### src/rtl/player_pkg.sv
// Shared player encodings: attack kinds, animation phases and state enums used by the
// top-level arbiter and its sub-FSMs.
package player_pkg;

    typedef enum logic [2:0] {
        ATK_NONE  = 3'd0,
        ATK_JAB   = 3'd1,
        ATK_FTILT = 3'd2,
        ATK_UTILT = 3'd3,
        ATK_DTILT = 3'd4,
        ATK_NAIR  = 3'd5
    } atk_kind_e;

    localparam logic [1:0] PHASE_IDLE     = 2'd0;
    localparam logic [1:0] PHASE_STARTUP  = 2'd1;
    localparam logic [1:0] PHASE_ACTIVE   = 2'd2;
    localparam logic [1:0] PHASE_RECOVERY = 2'd3;

    // Top-level player states arbitrated above the sub-FSMs.
    typedef enum logic [2:0] {
        PLAYER_IDLE,
        PLAYER_WALK,
        PLAYER_JUMP,
        PLAYER_ATTACK,
        PLAYER_SHIELD,
        PLAYER_HITSTUN
    } player_state_e;

    typedef enum logic [2:0] {
        ATK_ST_IDLE,
        ATK_ST_STARTUP,
        ATK_ST_ACTIVE,
        ATK_ST_RECOVERY,
        ATK_ST_LAND_LAG
    } atk_state_e;

    // Attack kind chosen from stick direction; opposing left+right cancel out.
    function automatic atk_kind_e select_kind(input logic grounded, input logic up,
                                              input logic down, input logic left,
                                              input logic right);
        if (!grounded)          return ATK_NAIR;
        else if (up)            return ATK_UTILT;
        else if (down)          return ATK_DTILT;
        else if (left ^ right)  return ATK_FTILT;
        else                    return ATK_JAB;
    endfunction

    function automatic logic [1:0] phase_of(input atk_state_e st);
        case (st)
            ATK_ST_STARTUP:  return PHASE_STARTUP;
            ATK_ST_ACTIVE:   return PHASE_ACTIVE;
            ATK_ST_RECOVERY,
            ATK_ST_LAND_LAG: return PHASE_RECOVERY;
            default:         return PHASE_IDLE;
        endcase
    endfunction

endpackage

### src/rtl/btn_edge.sv
// Registered rising-edge detector for an already-synchronised button level.
module btn_edge (
    input  logic clk,
    input  logic rst_n,
    input  logic btn,
    output logic press
);

    logic btn_q;

    always_ff @(posedge clk) begin
        if (!rst_n) btn_q <= 1'b0;
        else        btn_q <= btn;
    end

    assign press = btn & ~btn_q;

endmodule

### src/rtl/attack_fsm.sv
// Attack sub-FSM: press buffering, kind selection and startup/active/recovery sequencing
// in animation frames, with landing lag for aerials and hit-stun cancel.
module attack_fsm
    import player_pkg::*;
#(
    parameter int unsigned STARTUP_FRAMES  = 3,
    parameter int unsigned ACTIVE_FRAMES   = 4,
    parameter int unsigned RECOVERY_FRAMES = 8,
    parameter int unsigned LAND_LAG_FRAMES = 4,
    parameter int unsigned CNT_W           = 4
) (
    input  logic       clk,
    input  logic       rst_n,
    input  logic       frame_tick,
    input  logic       btn_atk,
    input  logic       btn_up,
    input  logic       btn_down,
    input  logic       btn_left,
    input  logic       btn_right,
    input  logic       grounded,
    input  logic       hit_stun_active,
    output logic       attack_active,
    output logic       hitbox_active,
    output logic [2:0] atk_kind,
    output logic [4:0] atk_anim,
    output logic       facing_left
);

    localparam logic [CNT_W-1:0] LOAD_STARTUP  = CNT_W'(STARTUP_FRAMES - 1);
    localparam logic [CNT_W-1:0] LOAD_ACTIVE   = CNT_W'(ACTIVE_FRAMES - 1);
    localparam logic [CNT_W-1:0] LOAD_RECOVERY = CNT_W'(RECOVERY_FRAMES - 1);
    localparam logic [CNT_W-1:0] LOAD_LAND_LAG = CNT_W'(LAND_LAG_FRAMES - 1);

    logic             press_c;
    atk_state_e       state, state_nxt;
    logic [CNT_W-1:0] cnt, cnt_nxt;
    logic             pending, pending_nxt;
    atk_kind_e        kind, kind_nxt;
    logic             facing_nxt;
    logic             landing_c;

    btn_edge u_atk_edge (
        .clk   (clk),
        .rst_n (rst_n),
        .btn   (btn_atk),
        .press (press_c)
    );

    always_ff @(posedge clk) begin
        if (!rst_n) begin
            state         <= ATK_ST_IDLE;
            cnt           <= '0;
            pending       <= 1'b0;
            kind          <= ATK_NONE;
            facing_left   <= 1'b0;
            attack_active <= 1'b0;
            hitbox_active <= 1'b0;
            atk_anim      <= '0;
        end else begin
            state         <= state_nxt;
            cnt           <= cnt_nxt;
            pending       <= pending_nxt;
            kind          <= kind_nxt;
            facing_left   <= facing_nxt;
            attack_active <= (state_nxt != ATK_ST_IDLE);
            hitbox_active <= (state_nxt == ATK_ST_ACTIVE);
            atk_anim      <= {phase_of(state_nxt), 3'(kind_nxt)};
        end
    end

    assign atk_kind = 3'(kind);

    // Landing only cancels an aerial that has not already dropped into landing lag.
    assign landing_c = (kind == ATK_NAIR) && grounded &&
                       (state == ATK_ST_STARTUP || state == ATK_ST_ACTIVE ||
                        state == ATK_ST_RECOVERY);

    always_comb begin
        state_nxt   = state;
        cnt_nxt     = cnt;
        pending_nxt = pending;
        kind_nxt    = kind;
        facing_nxt  = facing_left;

        // Presses are buffered only where another attack can follow.
        if (press_c && (state == ATK_ST_IDLE || state == ATK_ST_RECOVERY ||
                        state == ATK_ST_LAND_LAG))
            pending_nxt = 1'b1;

        if (hit_stun_active) begin
            state_nxt   = ATK_ST_IDLE;
            cnt_nxt     = '0;
            pending_nxt = 1'b0;
            kind_nxt    = ATK_NONE;
        end else if (landing_c) begin
            state_nxt = ATK_ST_LAND_LAG;
            cnt_nxt   = LOAD_LAND_LAG;
        end else begin
            case (state)
                ATK_ST_IDLE: begin
                    if (frame_tick && (pending || press_c)) begin
                        kind_nxt    = select_kind(grounded, btn_up, btn_down, btn_left, btn_right);
                        if (kind_nxt == ATK_FTILT) facing_nxt = btn_left;
                        pending_nxt = 1'b0;
                        state_nxt   = ATK_ST_STARTUP;
                        cnt_nxt     = LOAD_STARTUP;
                    end
                end
                ATK_ST_STARTUP, ATK_ST_ACTIVE, ATK_ST_RECOVERY, ATK_ST_LAND_LAG: begin
                    if (frame_tick) begin
                        if (cnt != '0) begin
                            cnt_nxt = cnt - CNT_W'(1);
                        end else if (state == ATK_ST_STARTUP) begin
                            state_nxt = ATK_ST_ACTIVE;
                            cnt_nxt   = LOAD_ACTIVE;
                        end else if (state == ATK_ST_ACTIVE) begin
                            state_nxt = ATK_ST_RECOVERY;
                            cnt_nxt   = LOAD_RECOVERY;
                        end else begin
                            state_nxt = ATK_ST_IDLE;
                            kind_nxt  = ATK_NONE;
                        end
                    end
                end
                default: begin
                    state_nxt = ATK_ST_IDLE;
                    kind_nxt  = ATK_NONE;
                end
            endcase
        end
    end

endmodule

### config.mk
export PLATFORM = sky130hd
export DESIGN_NAME = attack_fsm
export DESIGN_NICKNAME = d
export VERILOG_FILES = /design/src/rtl/player_pkg.sv /design/src/rtl/btn_edge.sv /design/src/rtl/attack_fsm.sv
export SDC_FILE = /design/constraint.sdc
export NUM_CORES = 1
export LEC_CHECK = 0
export BUFFER_PORTS_ARGS = -buffer_cell sky130_fd_sc_hd__buf_2
export CAP_MARGIN = 10
export CORE_UTILIZATION = 57
export DETAILED_ROUTE_END_ITERATION = 6
export GPL_TIMING_DRIVEN = 1
export PLACE_DENSITY = 0.82
export SYNTH_ARGS = -nofsm -noshare
export SYNTH_HDL_FRONTEND = slang
export SYNTH_SLANG_ARGS = --single-unit
### constraint.sdc
create_clock -name clk -period 4.6 [get_ports clk]
set_clock_uncertainty 0.15 [all_clocks]
set_input_delay 1.38 -clock clk [delete_from_list [all_inputs] [get_ports clk]]
set_output_delay 1.38 -clock clk [all_outputs]
set_load 0.01 [all_outputs]
# Yosys cells after proc, flatten, opt, wreduce, memory -nomap -nowiden
# Cells that the tools add are included.
dict set report classes {
  n_lt_le_gt_ge 0
  multipliers 0
  addsub 1
  n_bitwise 6
  reduce_logical 21
  eq_ne 16
  shift 0
  muxes 36
  div_mod_pow 0
}
# op n
set ops {}
lappend ops {{$mux 3} 19}
lappend ops {{$mux 4} 5}
lappend ops {{$eq 3x2->1 const B} 5}
lappend ops {{$pmux 3 s2} 2}
lappend ops {{$eq 3x3->1 const B} 3}
lappend ops {{$mux 2} 4}
lappend ops {{$pmux 4 s2} 1}
lappend ops {{$reduce_and 4->1} 2}
lappend ops {{$eq 3x1->1 const B} 2}
lappend ops {{$pmux 2 s3} 1}
lappend ops {{$reduce_bool 3->1} 2}
lappend ops {{$logic_or 1x1->1} 5}
lappend ops {{$ne 5x5->1 const B} 1}
lappend ops {{$reduce_and 5->1} 1}
lappend ops {{$logic_and 1x1->1} 4}
lappend ops {{$mux 1} 4}
lappend ops {{$ne 4x4->1 const B} 1}
lappend ops {{$not 1->1} 4}
lappend ops {{$reduce_bool 4->1} 1}
lappend ops {{$reduce_or 2->1} 2}
lappend ops {{$reduce_or 4->1} 1}
lappend ops {{$sub 4x1->4 const B} 1}
lappend ops {{$logic_not 3->1} 1}
lappend ops {{$ne 3x2->1 const B} 1}
lappend ops {{other kinds (7)} 7}
dict set report word_totals {
  in_bits 10
  reg_bits 20
  latch_bits 0
  memories 0
  ramBits 0
  romBits 0
}

# Logic depth before layout (Yosys ltp)
dict set report depth {
  depth_word 13
  ltp_mapped 7
  ltp_nobuf 6
}

# Hierarchy
# A second synthesis with hierarchy kept.
dict set report unflattened {
  cells_unflattened 126
  area_unflattened_um2 1053.5
}
# module seq_area_each_um2 cells_each n_inst area_each_um2
set modules_own_cells {}
lappend modules_own_cells {attack_fsm 320.3 123 1 1013.5}
lappend modules_own_cells {btn_edge 20.0 3 1 40.0}

# Worst setup path before layout
# No wires, ideal clock.
dict set report synth_timing {
  path_type {input port to flip-flop}
  from {input port btn_atk}
  to {register hitbox_active}
  arrival_time_ns 2.347
  slack_ns 1.999
  stages 4
  n_path_buf 0
  required_ns 4.347
  path_cell_list {nor2b_1 > or3_1 > a31o_1 > a2111oi_2}
}
dict set report synth_via {
  elab_chain_len 8
}
# item line_no
set synth_rtl {}
lappend synth_rtl {{from (decl)} attack_fsm.sv:15} ;# input logic btn_atk,
lappend synth_rtl {{$and 1x1->1} btn_edge.sv:16} ;# assign press = btn & ~btn_q;
lappend synth_rtl {{$logic_or 1x1->1} attack_fsm.sv:101} ;# if (frame_tick && (pending || press_c)) begin
lappend synth_rtl {{$logic_and 1x1->1} attack_fsm.sv:101}
lappend synth_rtl {{$mux 3} attack_fsm.sv:101}
lappend synth_rtl {{$pmux 3 s2} attack_fsm.sv:99} ;# case (state)
lappend synth_rtl {{$mux 3} attack_fsm.sv:95} ;# end else if (landing_c) begin
lappend synth_rtl {{$mux 3} attack_fsm.sv:90} ;# if (hit_stun_active) begin
lappend synth_rtl {{$eq 3x2->1} attack_fsm.sv:66} ;# hitbox_active <= (state_nxt == ATK_ST_ACTIVE);
lappend synth_rtl {{to (signal assigned)} attack_fsm.sv:66}
lappend synth_rtl {{to (decl)} attack_fsm.sv:23} ;# output logic hitbox_active,
# No other way between the ends.
# A chain may end at the register's enable or synchronous reset.

# Final worst setup path
dict set report layout_timing {
  from {input port btn_atk}
  to {register cnt[2]}
}
dict set report layout_via {
  elab_chain_len 5
}
# item line_no
set layout_rtl {}
lappend layout_rtl {{$and 1x1->1} btn_edge.sv:16}
lappend layout_rtl {{$logic_or 1x1->1} attack_fsm.sv:101}
lappend layout_rtl {{$logic_and 1x1->1} attack_fsm.sv:101}
lappend layout_rtl {{$ne 2x1->1 (no line)} n/a}
lappend layout_rtl {{$reduce_and 4->1 (no line)} n/a}
lappend layout_rtl {{to (signal assigned)} attack_fsm.sv:61} ;# cnt <= cnt_nxt;
lappend layout_rtl {{to (decl)} attack_fsm.sv:36} ;# logic [CNT_W-1:0] cnt, cnt_nxt;
# No other way between the ends.

==> results.tsv <==
metric	value	unit
routability cong.	0.880	
Rel. slew slack	0.591	
ANT cells	0	
first-pass GRT wire length	3.97	mm
WP data required	4.66	ns
Switching Fraction	0.285	
internal power	202	uW
largest net degree at the start of global routing	19	
CTS root buf	clkbuf_4	
share of cells above drive strength 1	0.236	
Static Leakage	0.452	nW
max_cap viols	0	
register area share after synthesis	0.321	
Setup Buffers After CTS	0	
Clk pin slew, worst setup/hold paths	0.10	ns
I/O Buffers	20	
area grow syn2layout	9.55	%
final-report hold violation count	0	
max-slew violations	0	
GRT Util Overall	0.264	
Worst Tran Pin Value	0.612	ns
Initial DRC Count	37	
Top FF cell, synth	dfxtp_1	
slowest stage delay, CP	0.42	ns
Site Rows	15	
Cells after Synth	125	
CP Launch Type	input port	
Max VDD drop	0.200	mV
maximum buffer depth of the clock tree	2	
CTS buffer count	3	
DRC	0	
Clock power frac	0.283	
post-DR wirelength/cell	14.8	um
area of the die	0.00204	mm2
Hold/Removal Path Class	reg2reg	
slowest stage cell, crit path	nor2b_1	
status	finished clean	
critical path class	in2reg	
FF+latch area	340	um2
DRT Pass-1 Iters	5	
Post-Route WL	2.44	mm
total clock sinks	17	
crit path cell chain	buf_2 -> nor2b_1 -> o31ai_2 -> a211o_1 -> a221oi_2	
hold buffers post-CTS	0	
Worst Hold Slack	0.339	ns
Core Area	0.00173	mm2
post-synthesis register bit count	17	
NetSw	80.5	uW
pre-CTS setup slack	1.75	ns
number of library cell types mapped by synthesis	49	
via/cell ratio	6.27	
post-CTS sizing	0	
Worst-Skew Late Latency	0.29	ns
syn avg cell area	8.49	um2
setup_tns	0	ns
largest cells by area after synthesis	dfxtp_1 (32%), nand4_1 (4.1%), a21oi_1 (3.8%)	
top post-synthesis cells by count	dfxtp_1 (17), a21oi_1 (8), nand4_1 (7)	
Post-synth EDFFs	0	
Die Wd	45.1	um
remaining antenna violation count after routing	0	
GR Overflow Total	0	
final worst slack	2.01	ns
Reg power frac	0.547	
Yosys top cell area share	0.321	
CTS tree	yes	
critical path arrival	2.65	ns
yosys warns	0	
Layout Nets	153	
synthesized cell area	0.00106	mm2
Post-Layout Cell Count	165	
vias in the first global route	849	
H-tree levels	1	
routed vias	1034	
Multi-input gate area	644	um2
crit end category	flip-flop	
syn nets	137	
Worst Path Max Fanout	6	
crit path time final	2.59	ns
most area-hungry cell type in the Yosys netlist	dfxtp_1	
ys async rst share	0	
pwr/cell area	243	mW/mm2
Final setup viols	0	
RSZ-0062 raised after global routing	false	
combinational share of power	0.170	
Tcrit/Tclk final	0.563	
Die Y	45.1	um
placed insts	161	
starting density of the core	0.614	
fillers	165	
Ports	21	
DP Wirelength	1.74	mm
initial antenna violation count	0	
most common cell in the netlist	dfxtp_1	
Peak Freq	386	MHz
## metrics by stage
stage / cell area [um2] / utilization / total power [mW]
after floorplan: 1060 / - / 0.193
after global placement: 1130 / 0.657 / 0.204
after detailed placement: 1130 / 0.657 / 0.205
after CTS: 1160 / 0.673 / 0.282
after global routing: 1160 / 0.673 / 0.297
final: 1160 / 0.673 / 0.283
## kinds of logic (layout without fill, tap and decap cells)
group,count (synthesis),after routing,share of synthesized area
compound gates,40,40,0.277
xor+xnor,2,2,0.0165
buf+inv,14,29,0.0719
fa+ha+maj,2,2,0.0236
flops,17,17,0.321
simple gates,50,50,0.290
## state kept, by name, summed over array words and instances (netlist names)
name and flops:
atk_anim 5, attack_active 1, cnt 4, facing_left 1, hitbox_active 1, pending 1
state 3, u_atk_edge.btn_q 1
## area by class of cell
| type | count | area share |
|---|---|---|
| Multi-Input combinational cell | 94 | 0.554 |
| Sequential cell | 17 | 0.293 |
| Timing Repair Buffer | 20 | 0.0861 |
| Tap cell | 25 | 0.0269 |
| Clock buffer | 3 | 0.0194 |
| Inverter | 5 | 0.0161 |
| Clock inverter | 1 | 0.00431 |
## critical path, delay by kind of cell
kind                   cells  cell delay, ns
buffers and inverters      1            0.08
AND/OR/NAND/NOR            1            0.42
AO/OA/AOI/OAI              3            0.77
## power groups by stage
stage          clock network, mW  logic (mW)  registers (mW)
2_1_floorplan                  0      0.0361           0.157
3_3_place_gp                   0      0.0458           0.158
3_5_place_dp                   0      0.0468           0.158
4_1_cts                   0.0801      0.0473           0.155
5_1_grt                   0.0886      0.0530           0.156
6_report                  0.0801      0.0480           0.155
## cells in the final DEF, fill, tap and decap left out, types with 3 or more instances in the layout
cell / instances
or3_1: 3
inv_1: 5
dfxtp_1: 17
nor2_1: 6
buf_2: 20
o21ai_0: 3
clkbuf_4: 3
nor3_1: 5
nand4_1: 7
o21ai_1: 5
a21oi_1: 8
nand2_1: 5
nor2b_1: 6
o21a_1: 3
## layer usage
layer  wire length [um]  track usage  share of wire
met1               1040        0.382           0.43
met2               1170        0.403           0.48
met3                184       0.0720          0.076
met4                 34       0.0242          0.014
met5                  0            0              0
## final timing paths
| check | endpoint | cells after the start | slack (ns) | start |
|---|---|---|---|---|
| worst max-delay path | cnt[2] | 5 | 2.01 | btn_atk |
| worst min-delay path | facing_left | 2 | 0.34 | facing_left |
| worst max register to register | cnt[2] | 6 | 2.52 | cnt[0] |
| worst min register to register | facing_left | 2 | 0.34 | facing_left |
(Power assumes the default switching activity.)
